[src/rtl/interval_buffer.sv]
// interval_buffer: captures interval measurements into a first-word-fall-through
// FIFO drained over a valid/ready stream, and keeps running statistics.
// Optional feature macro: INTERVAL_BUFFER_STATS_EN (count/min/max/sum logic).
module interval_buffer #(
  parameter int unsigned DATA_W = 8,
  parameter int unsigned DEPTH  = 8,
  parameter int unsigned CNT_W  = 16
) (
  input  logic                       clk_i,
  input  logic                       rst_i,
  input  logic [DATA_W-1:0]          data_i,
  input  logic                       valid_i,
  input  logic                       clear_i,
  output logic [DATA_W-1:0]          m_data_o,
  output logic                       m_valid_o,
  input  logic                       m_ready_i,
  output logic [$clog2(DEPTH):0]     level_o,
  output logic                       full_o,
  output logic                       overflow_o,
  output logic [CNT_W-1:0]           count_o,
  output logic [DATA_W-1:0]          min_o,
  output logic [DATA_W-1:0]          max_o,
  output logic [DATA_W+CNT_W-1:0]    sum_o
);

  localparam int unsigned PTR_W = $clog2(DEPTH);
  localparam int unsigned LVL_W = PTR_W + 1;
  localparam int unsigned SUM_W = DATA_W + CNT_W;

  typedef enum logic [1:0] {
    ST_EMPTY  = 2'd0,
    ST_ACTIVE = 2'd1,
    ST_FULL   = 2'd2
  } state_e;

  state_e              state_q;
  logic [LVL_W-1:0]    level_q, level_d;
  logic [PTR_W-1:0]    rd_q, rd_d;
  logic [PTR_W-1:0]    wr_q, wr_d;
  logic [DATA_W-1:0]   mem_q [DEPTH];
  logic [DATA_W-1:0]   head_q, head_d;
  logic                m_valid_q;
  logic                full_q;
  logic                overflow_q;
  logic                push, pop, drop;

  // Handshake decode, next pointers/level and the next head value
  always_comb begin
    pop     = m_valid_q & m_ready_i;
    push    = valid_i & ((state_q != ST_FULL) | pop);
    drop    = valid_i & (state_q == ST_FULL) & ~pop;
    level_d = level_q + LVL_W'(push) - LVL_W'(pop);
    rd_d    = rd_q + PTR_W'(pop);
    wr_d    = wr_q + PTR_W'(push);
    head_d  = '0;
    if (level_d != '0) begin
      // The written slot becomes head only when it is the sole remaining entry
      if (push && (wr_q == rd_d)) head_d = data_i;
      else                        head_d = mem_q[rd_d];
    end
  end

  // Storage array; contents need no reset since the head register masks them
  always_ff @(posedge clk_i) begin
    if (push) mem_q[wr_q] <= data_i;
  end

  // FIFO control FSM with registered stream/status outputs
  always_ff @(posedge clk_i) begin
    if (rst_i) begin
      state_q   <= ST_EMPTY;
      level_q   <= '0;
      rd_q      <= '0;
      wr_q      <= '0;
      head_q    <= '0;
      m_valid_q <= 1'b0;
      full_q    <= 1'b0;
    end else begin
      level_q <= level_d;
      rd_q    <= rd_d;
      wr_q    <= wr_d;
      head_q  <= head_d;
      case (state_q)
        ST_EMPTY: begin
          if (push) begin
            state_q   <= ST_ACTIVE;
            m_valid_q <= 1'b1;
          end
        end
        ST_ACTIVE: begin
          if (push && !pop && (level_q == LVL_W'(DEPTH - 1))) begin
            state_q <= ST_FULL;
            full_q  <= 1'b1;
          end else if (pop && !push && (level_q == LVL_W'(1))) begin
            state_q   <= ST_EMPTY;
            m_valid_q <= 1'b0;
          end
        end
        ST_FULL: begin
          if (pop && !push) begin
            state_q <= ST_ACTIVE;
            full_q  <= 1'b0;
          end
        end
        default: begin
          state_q   <= ST_EMPTY;
          m_valid_q <= 1'b0;
          full_q    <= 1'b0;
        end
      endcase
    end
  end

  // Sticky drop flag; a clear in the same cycle as a drop wins
  always_ff @(posedge clk_i) begin
    if (rst_i)        overflow_q <= 1'b0;
    else if (clear_i) overflow_q <= 1'b0;
    else if (drop)    overflow_q <= 1'b1;
  end

  assign m_data_o   = head_q;
  assign m_valid_o  = m_valid_q;
  assign level_o    = level_q;
  assign full_o     = full_q;
  assign overflow_o = overflow_q;

`ifdef INTERVAL_BUFFER_STATS_EN
  localparam logic [CNT_W-1:0] CNT_MAX = '1;

  logic [CNT_W-1:0]  count_q;
  logic [DATA_W-1:0] min_q;
  logic [DATA_W-1:0] max_q;
  logic [SUM_W-1:0]  sum_q;

  // Running statistics over every reported sample, frozen once count saturates
  always_ff @(posedge clk_i) begin
    if (rst_i || clear_i) begin
      count_q <= '0;
      sum_q   <= '0;
      min_q   <= '1;
      max_q   <= '0;
    end else if (valid_i && (count_q != CNT_MAX)) begin
      count_q <= count_q + CNT_W'(1);
      sum_q   <= sum_q + SUM_W'(data_i);
      if (data_i < min_q) min_q <= data_i;
      if (data_i > max_q) max_q <= data_i;
    end
  end

  assign count_o = count_q;
  assign min_o   = min_q;
  assign max_o   = max_q;
  assign sum_o   = sum_q;
`else
  assign count_o = '0;
  assign min_o   = '1;
  assign max_o   = '0;
  assign sum_o   = '0;
`endif

endmodule

[config.mk]
export PLATFORM = sky130hd
export DESIGN_NAME = interval_buffer
export DESIGN_NICKNAME = d
export VERILOG_FILES = /design/src/rtl/interval_buffer.sv
export SDC_FILE = /design/constraint.sdc
export NUM_CORES = 1
export LEC_CHECK = 0
export ABC_AREA = 1
export BUFFER_PORTS_ARGS = -buffer_cell sky130_fd_sc_hd__buf_2
export CORE_AREA = 2 2 98 100
export DETAILED_ROUTE_END_ITERATION = 7
export DIE_AREA = 0 0 100 102
export PLACE_DENSITY = 0.79
export SLEW_MARGIN = 25
export SYNTH_ARGS = -nofsm -noshare
export SYNTH_HDL_FRONTEND = slang
export SYNTH_SLANG_ARGS = --single-unit
[constraint.sdc]
create_clock -name clk_i -period 2.5 [get_ports clk_i]
set_clock_uncertainty 0.15 [all_clocks]
set_input_delay 0.375 -clock clk_i [delete_from_list [all_inputs] [get_ports clk_i]]
set_output_delay 0.375 -clock clk_i [all_outputs]
set_load 0.02 [all_outputs]
; ---- Yosys cells after proc, flatten, opt, wreduce, memory -nomap -nowiden
; Memories as Yosys holds them, arrays and structs flattened. A register that Yosys moved wholly into a read port is not among the register bits.
; Cells that the tools add are included.
[totals]
elab_cells = 59
n_memories = 1
ramBits = 64
inputBits = 13
mem_bits_ro = 0
register_bits = 15
latch_bits = 0
[memory_table]
columns = name, depth, width, rd, rd_ports_with_merged_regs, wr, line
row1 = mem_q, 8, 8, 1, 1, 1, 40  ; logic [DATA_W-1:0] mem_q [DEPTH];
[classes]
n_addsub = 4
shift = 0
div_mod_pow = 0
magnitude_cmp = 0
eq_ne = 11
reduce_logical = 13
bitwise = 9
multipliers = 0
n_mux = 14
[ops]
columns = cell, count
row1 = $ne A2 B2 Y1 const B, 5
row2 = $mux W2, 4
row3 = $mux W1, 7
row4 = $add A3 B1 Y3, 2
row5 = $pmux W1 S3, 2
row6 = $pmux W2 S3, 1
row7 = $reduce_and A3 Y1, 2
row8 = $add A4 B1 Y4, 1
row9 = $and A1 B1 Y1, 4
row10 = $eq A4 B1 Y1 const B, 1
row11 = $eq A4 B3 Y1 const B, 1
row12 = $logic_and A1 B1 Y1, 4
row13 = $not A1 Y1, 4
row14 = $reduce_and A4 Y1, 1
row15 = $reduce_bool A4 Y1, 1
row16 = $reduce_or A2 Y1, 2
row17 = $sub A4 B1 Y4, 1
row18 = $ne A3 B3 Y1 const B, 1
row19 = $eq A2 B1 Y1 const B, 1
row20 = $eq A2 B2 Y1 const B, 1
row21 = $logic_not A1 Y1, 2
row22 = $logic_not A2 Y1, 1
row23 = $ne A2 B1 Y1 const B, 1
row24 = $or A1 B1 Y1, 1

; ---- Logic depth before layout (Yosys ltp)
[depth]
ltp_word = 9
mapped_depth = 17

; ---- Worst setup path after synthesis
; OpenSTA, ideal clock, no wires.
[synth_path]
path_type = register to register
from = reg m_valid_q, in the netlist m_valid_o
to = reg head_q[0], in the netlist m_data_o[0] (read register of mem_q)
path_slack_ns = -0.036
path_buffers = 0
stages_incl_launch_ff = 17
period_less_slack_ns = 2.536
arrival_ns = 2.263
cell_sequence = dfxtp_1 nand2_1 nand2_2 nand2_4 inv_2 ha_1 inv_1 ha_1 inv_1 fa_1 nor2_1 nor2_1 nand2_1 inv_1 nand2_1 inv_1 a21oi_1
[synth_via]
elab_chain_cells = 8
word_cells_on_any_way = 9
classes_between = 3 x add/sub / 4 x bitwise / 2 x reduce/logical
[synth_rtl]
columns = element, line
row1 = "start, declared", 42  ; logic m_valid_q;
row2 = "start signal, assigned", 76  ; m_valid_q <= 1'b0;
row3 = "start signal, assigned", 87  ; m_valid_q <= 1'b1;
row4 = "start signal, assigned", 96  ; m_valid_q <= 1'b0;
row5 = $and A1 B1 Y1 (*), 49  ; pop = m_valid_q & m_ready_i;
row6 = $or A1 B1 Y1, 50  ; push = valid_i & ((state_q != ST_FULL) | pop);
row7 = $and A1 B1 Y1, 50
row8 = $add A4 B1 Y4, 52  ; level_d = level_q + LVL_W'(push) - LVL_W'(pop);
row9 = $sub A4 B1 Y4, 52
row10 = $reduce_bool A4 Y1, 56  ; if (level_d != '0) begin
row11 = $not A1 Y1 (no line), --
row12 = $reduce_or A2 Y1 (no line), --
row13 = "end, declared", 41  ; logic [DATA_W-1:0] head_q, head_d;
; Mark *: on every way between the ends. The rest lies on a longest branch, timed or not.
; A chain may end at the register's enable or synchronous reset.

; ---- Worst setup path in the final report
[layout_path]
from = reg state_q[1]
to = reg head_q[3], in the netlist m_data_o[3] (read register of mem_q)
[layout_via]
elab_chain_cells = 8
[layout_rtl]
columns = element, line
row1 = "start, declared", 36  ; state_e state_q;
row2 = "start signal, assigned", 71  ; state_q <= ST_EMPTY;
row3 = "start signal, assigned", 86  ; state_q <= ST_ACTIVE;
row4 = "start signal, assigned", 92  ; state_q <= ST_FULL;
row5 = $ne A2 B2 Y1, 50
row6 = $or A1 B1 Y1, 50
row7 = $and A1 B1 Y1, 50
row8 = $add A4 B1 Y4, 52
row9 = $sub A4 B1 Y4, 52
row10 = $reduce_bool A4 Y1, 56
row11 = $not A1 Y1 (no line), --
row12 = $reduce_or A2 Y1 (no line), --
; No other way between the ends.

==> results.txt <==
----------------------------------------------------
[Synthesis]
  Sequential fraction of the synthesis area ... 53.3%
  Flop and latch count out of synthesis ... 87
  Yosys warns ... 0
  Compound-cell area share of the yosys netlist ... around 1.9%
  Adder-cell area share of the yosys netlist ... 3.24%
  XOR/XNOR Fraction of Synth Area ... less than 1%
  Number of distinct library cells after synthesis ... 27
  Main combinational cell family by area after synthesis ... simple AND/OR/NAND/NOR gates
  Basic-gate share of the synthesized area counting and, or, nand and nor cells ... ~22%
  Combined area of all synthesized cells ... between 4000 and 5000 um^2
  Share of synthesized area spent on multiplexers ... 0%
  Gate count of the mapped netlist ... about 500
  Synthesized area per cell ... 8.89 um^2

[Detailed routing]
  Number of nets with antenna violations after detailed routing ... 0
  Number of vias in the routed layout ... 3,067
  Drc violations ... 0
  Number of optimization iterations in the first detailed-route pass ... 4
  Via density ... 4.58
  DRC violation total after the first TritonRoute iteration ... between 200 and 250
  WL/cell ... 12.4 um
  Total wire length after detailed routing ... around 8300 um

[Power and ir drop]
  Part of the power in registers ... approximately half
  Combinational share of power ... between 20% and 30%
  Internal power of the cells ... 2300 uW
  Worst supply voltage drop on vdd ... around 0.0004 V
  Overall Power ... between 3000 and 4000 uW
  Pleak ... 0.00241 uW
  Net Sw Power ... approximately 1200 uW
  Relative contribution of the clock network to total power ... between 20% and 30%
  Sw Share ... ~34%
  Power density over the cells ... 709 nW/um^2

[Setup path]
  Number of cells traversed by the worst register-to-register path ... 17
  Kind of capture point of the worst setup path ... flip-flop
  Number of buffer and inverter instances along the worst setup path ... 6
  Worst reg2reg startpoint ... state_q[1]
  Slowest stage cell on the critical path ... fa_2
  Critical Path Start Type ... flip-flop
  Top Family by Delay on Critical Path ... adder cells
  Category of the most critical setup path ... reg -> reg
  Critical path data arrival time ... roughly 2.5 ns
  Critical Path Start ... state_q[1]
  Largest stage delay, worst path ... ~0.56 ns
  Endpoint required time on the critical path ... 2.62 ns
  Stages on the worst setup path ... 17
  Critical path, cell by cell ... inv_2 -> nor2_4 -> nand2_2 -> nand2_4 -> inv_4 -> ha_4 -> inv_4 -> ha_4 -> inv_2 -> fa_2 -> nor2_2 -> nor2_1 -> nand2_1 -> inv_1 -> nand2_2 -> clkinv_4 -> a21oi_1
  Max Fanout on Critical Path ... 8

[Floorplan]
  Number of primary I/O pins ... 84
  Area enclosed by the die boundary ... 10,200 um^2
  Overall die width ... approximately 100 um
  Starting utilization of the core area ... 49.1%
  Std-Cell Core Area ... a little over 9000 um^2
  Y dimension of the die ... ~100 um
  # rows ... 35

[Cells and area]
  Final antenna diode count ... 0
  Number of nets in the layout ... 577
  Signed area change from the synthesized netlist to the final layout ... 9.59%
  Fraction of final layout cells with drive strength greater than 1 ... about 18%

[GRT]
  Vias in the first global route ... between 2,000 and 3,000
  Total Routing Usage GR ... ~17%
  Pin count of the biggest net entering global routing ... 33
  Wire length of the first global-routing pass ... roughly 13,000 um
  Antenna violations before repair ... 0
  GRT overflow ... 0

[Timing]
  Ratio of final minimum period to clock period ... between 90% and 100%
  Count of final hold-check violations ... 0
  Aggregate negative setup slack ... 0 ns
  Finish-stage setup viols ... 0
  Total count of max-transition violations in the final report ... 0
  Setup repair after global routing missed its margin ... true
  Post-route minimum period ... about 2.4 ns
  Achievable clock frequency ... around 0.42 GHz

[Job]
  Max capacitance violation total ... 0

[Place]
  Routability cong. ... ~0.86
  HPWL after detailed placement ... ~5900 um
  Count of port buffers added during placement ... 27

[Clock network]
  CTS HTree Levels ... 3
  Worst-case clock buffer depth ... 2
  # clock sinks ... between 80 and 90
  Root Buffer ... clkbuf_8
  Clock latency reported for the late side of the worst-skew pair ... between 0.3 and 0.4 ns
  Clock-pin transition on the worst setup and hold timing paths ... roughly 0.10 ns
  Total CTS buffers ... 9
  CTS tree ... built

[Run status]
  Run status ... finished clean

[Min path]
  Worst hold path class ... in -> reg
  Worst hold path stage count ... 1
  Worst Min Path Start ... data_i[1]

----------------------------------------------------
[layout by cell type, fill, tap and decap left out, drive strengths merged]
cell type and n:
xnor2 2, nor2 23, nand2 149, nor3 1, nand4 2, conb 56, clkinv 3, o21ai 2
fa 1, buf 51, o211ai 1, edfxtp 64, a31oi 1, ha 10, dlygate4sd3 1, dfxtp 23
a21oi 12, clkbuf 9, nand3 47, inv 100
[cells in the mapped netlist]
library cell | n | area, um^2
conb_1 | 2 | 7.51
clkbuf_1 | 1 | 3.75
nand3_4 | 1 | 17.5
nand3_1 | 46 | 230
nor2_8 | 1 | 20.0
buf_2 | 4 | 20.0
o21ai_0 | 2 | 10.0
buf_4 | 58 | 435
o211ai_1 | 1 | 7.51
edfxtp_1 | 64 | 1920
nor2_4 | 1 | 11.3
ha_1 | 10 | 125
nand2_1 | 140 | 526
buf_6 | 4 | 45.0
nand4_1 | 2 | 12.5
nor3_1 | 1 | 5.00
inv_1 | 89 | 334
nand2_4 | 2 | 22.5
inv_2 | 5 | 18.8
fa_1 | 1 | 20.0
nand2_2 | 7 | 43.8
nor2_1 | 21 | 78.8
inv_4 | 2 | 12.5
xnor2_1 | 2 | 17.5
dfxtp_1 | 23 | 460
a31oi_1 | 1 | 6.26
a21oi_1 | 12 | 60.1
[flip-flops by register name, indices dropped and copies added, names as in the netlist]
name,count
rd_q,3
mem_q,64
state_q,2
overflow_o,1
m_data_o,8
full_o,1
level_o,4
m_valid_o,1
wr_q,3
[worst reg2reg max path: cells and delay by family (launching register included)]
kind	cells	cell delay (ns)
adders and majority gates	3	0.90
and+or+nand+nor	7	0.53
AOI/OAI and AO/OA	1	0.05
DFF	1	0.35
buffers and inverters	6	0.34
[power groups by stage]
stage / clock network, uW / registers [uW] / logic (uW)
floorplan: 0 / 1820 / 509
global placement: 0 / 1740 / 717
detailed placement: 0 / 1740 / 738
CTS: 995 / 1710 / 743
global route: 1050 / 1720 / 881
finish: 979 / 1710 / 789
[final cells by class]
class	count	area, um^2
timing repair buffer	52	325
clock inverter	7	78.8
tap	111	139
clock buffer	9	124
inverter	96	375
multi-input combinational	307	1480
sequential	87	2380
fill	756	4210
[logic make-up (layout without fill, tap and decap cells)]
kind of cell,Yosys count,in the layout
and+or+nand+nor,222,222
buffers and inverters,163,164
DFF,87,87
AOI/OAI and AO/OA,16,16
adders and majority gates,11,11
other,2,56
xor gates and xnor gates,2,2
[repair_timing]
action | in CTS | in global routing
setup endpoints to repair | 8 | 8
pin swaps | 0 | 7
hold endpoints to repair | 1 | 0
hold buffers | 1 | 0
gates resized for setup | 1 | 18
setup buffers | 0 | 2
[worst paths after layout]
check                           slack (ns)          end
worst max-delay path                  0.09  m_data_o[3]
worst min-delay path                  0.16  mem_q[4][1]
worst max register to register        0.09  m_data_o[3]
worst min register to register        0.32       full_o
[per-layer routing]
metal / track usage [%] / routed length, um
met1: 22.2 / 3590
met4: 9.59 / 224
met5: 0 / 0
met2: 27.6 / 3960
met3: 3.08 / 492
[metrics by stage]
stage	hold WS [ns]	instances	utilization (%)	setup slack, ns	instance area (um^2)
3_5_place_dp	0.309	650	50.6	-0.143	4610
6_report	0.164	669	53.8	0.0908	4900
4_1_cts	0.159	667	53.0	0.00376	4820
3_3_place_gp	0.298	650	50.6	-0.0485	4610
2_1_floorplan	0.302	557	-	0.0624	4680
5_1_grt	0.175	669	53.8	-0.0288	4900
Note: power is estimated with default switching activity, not from simulation.
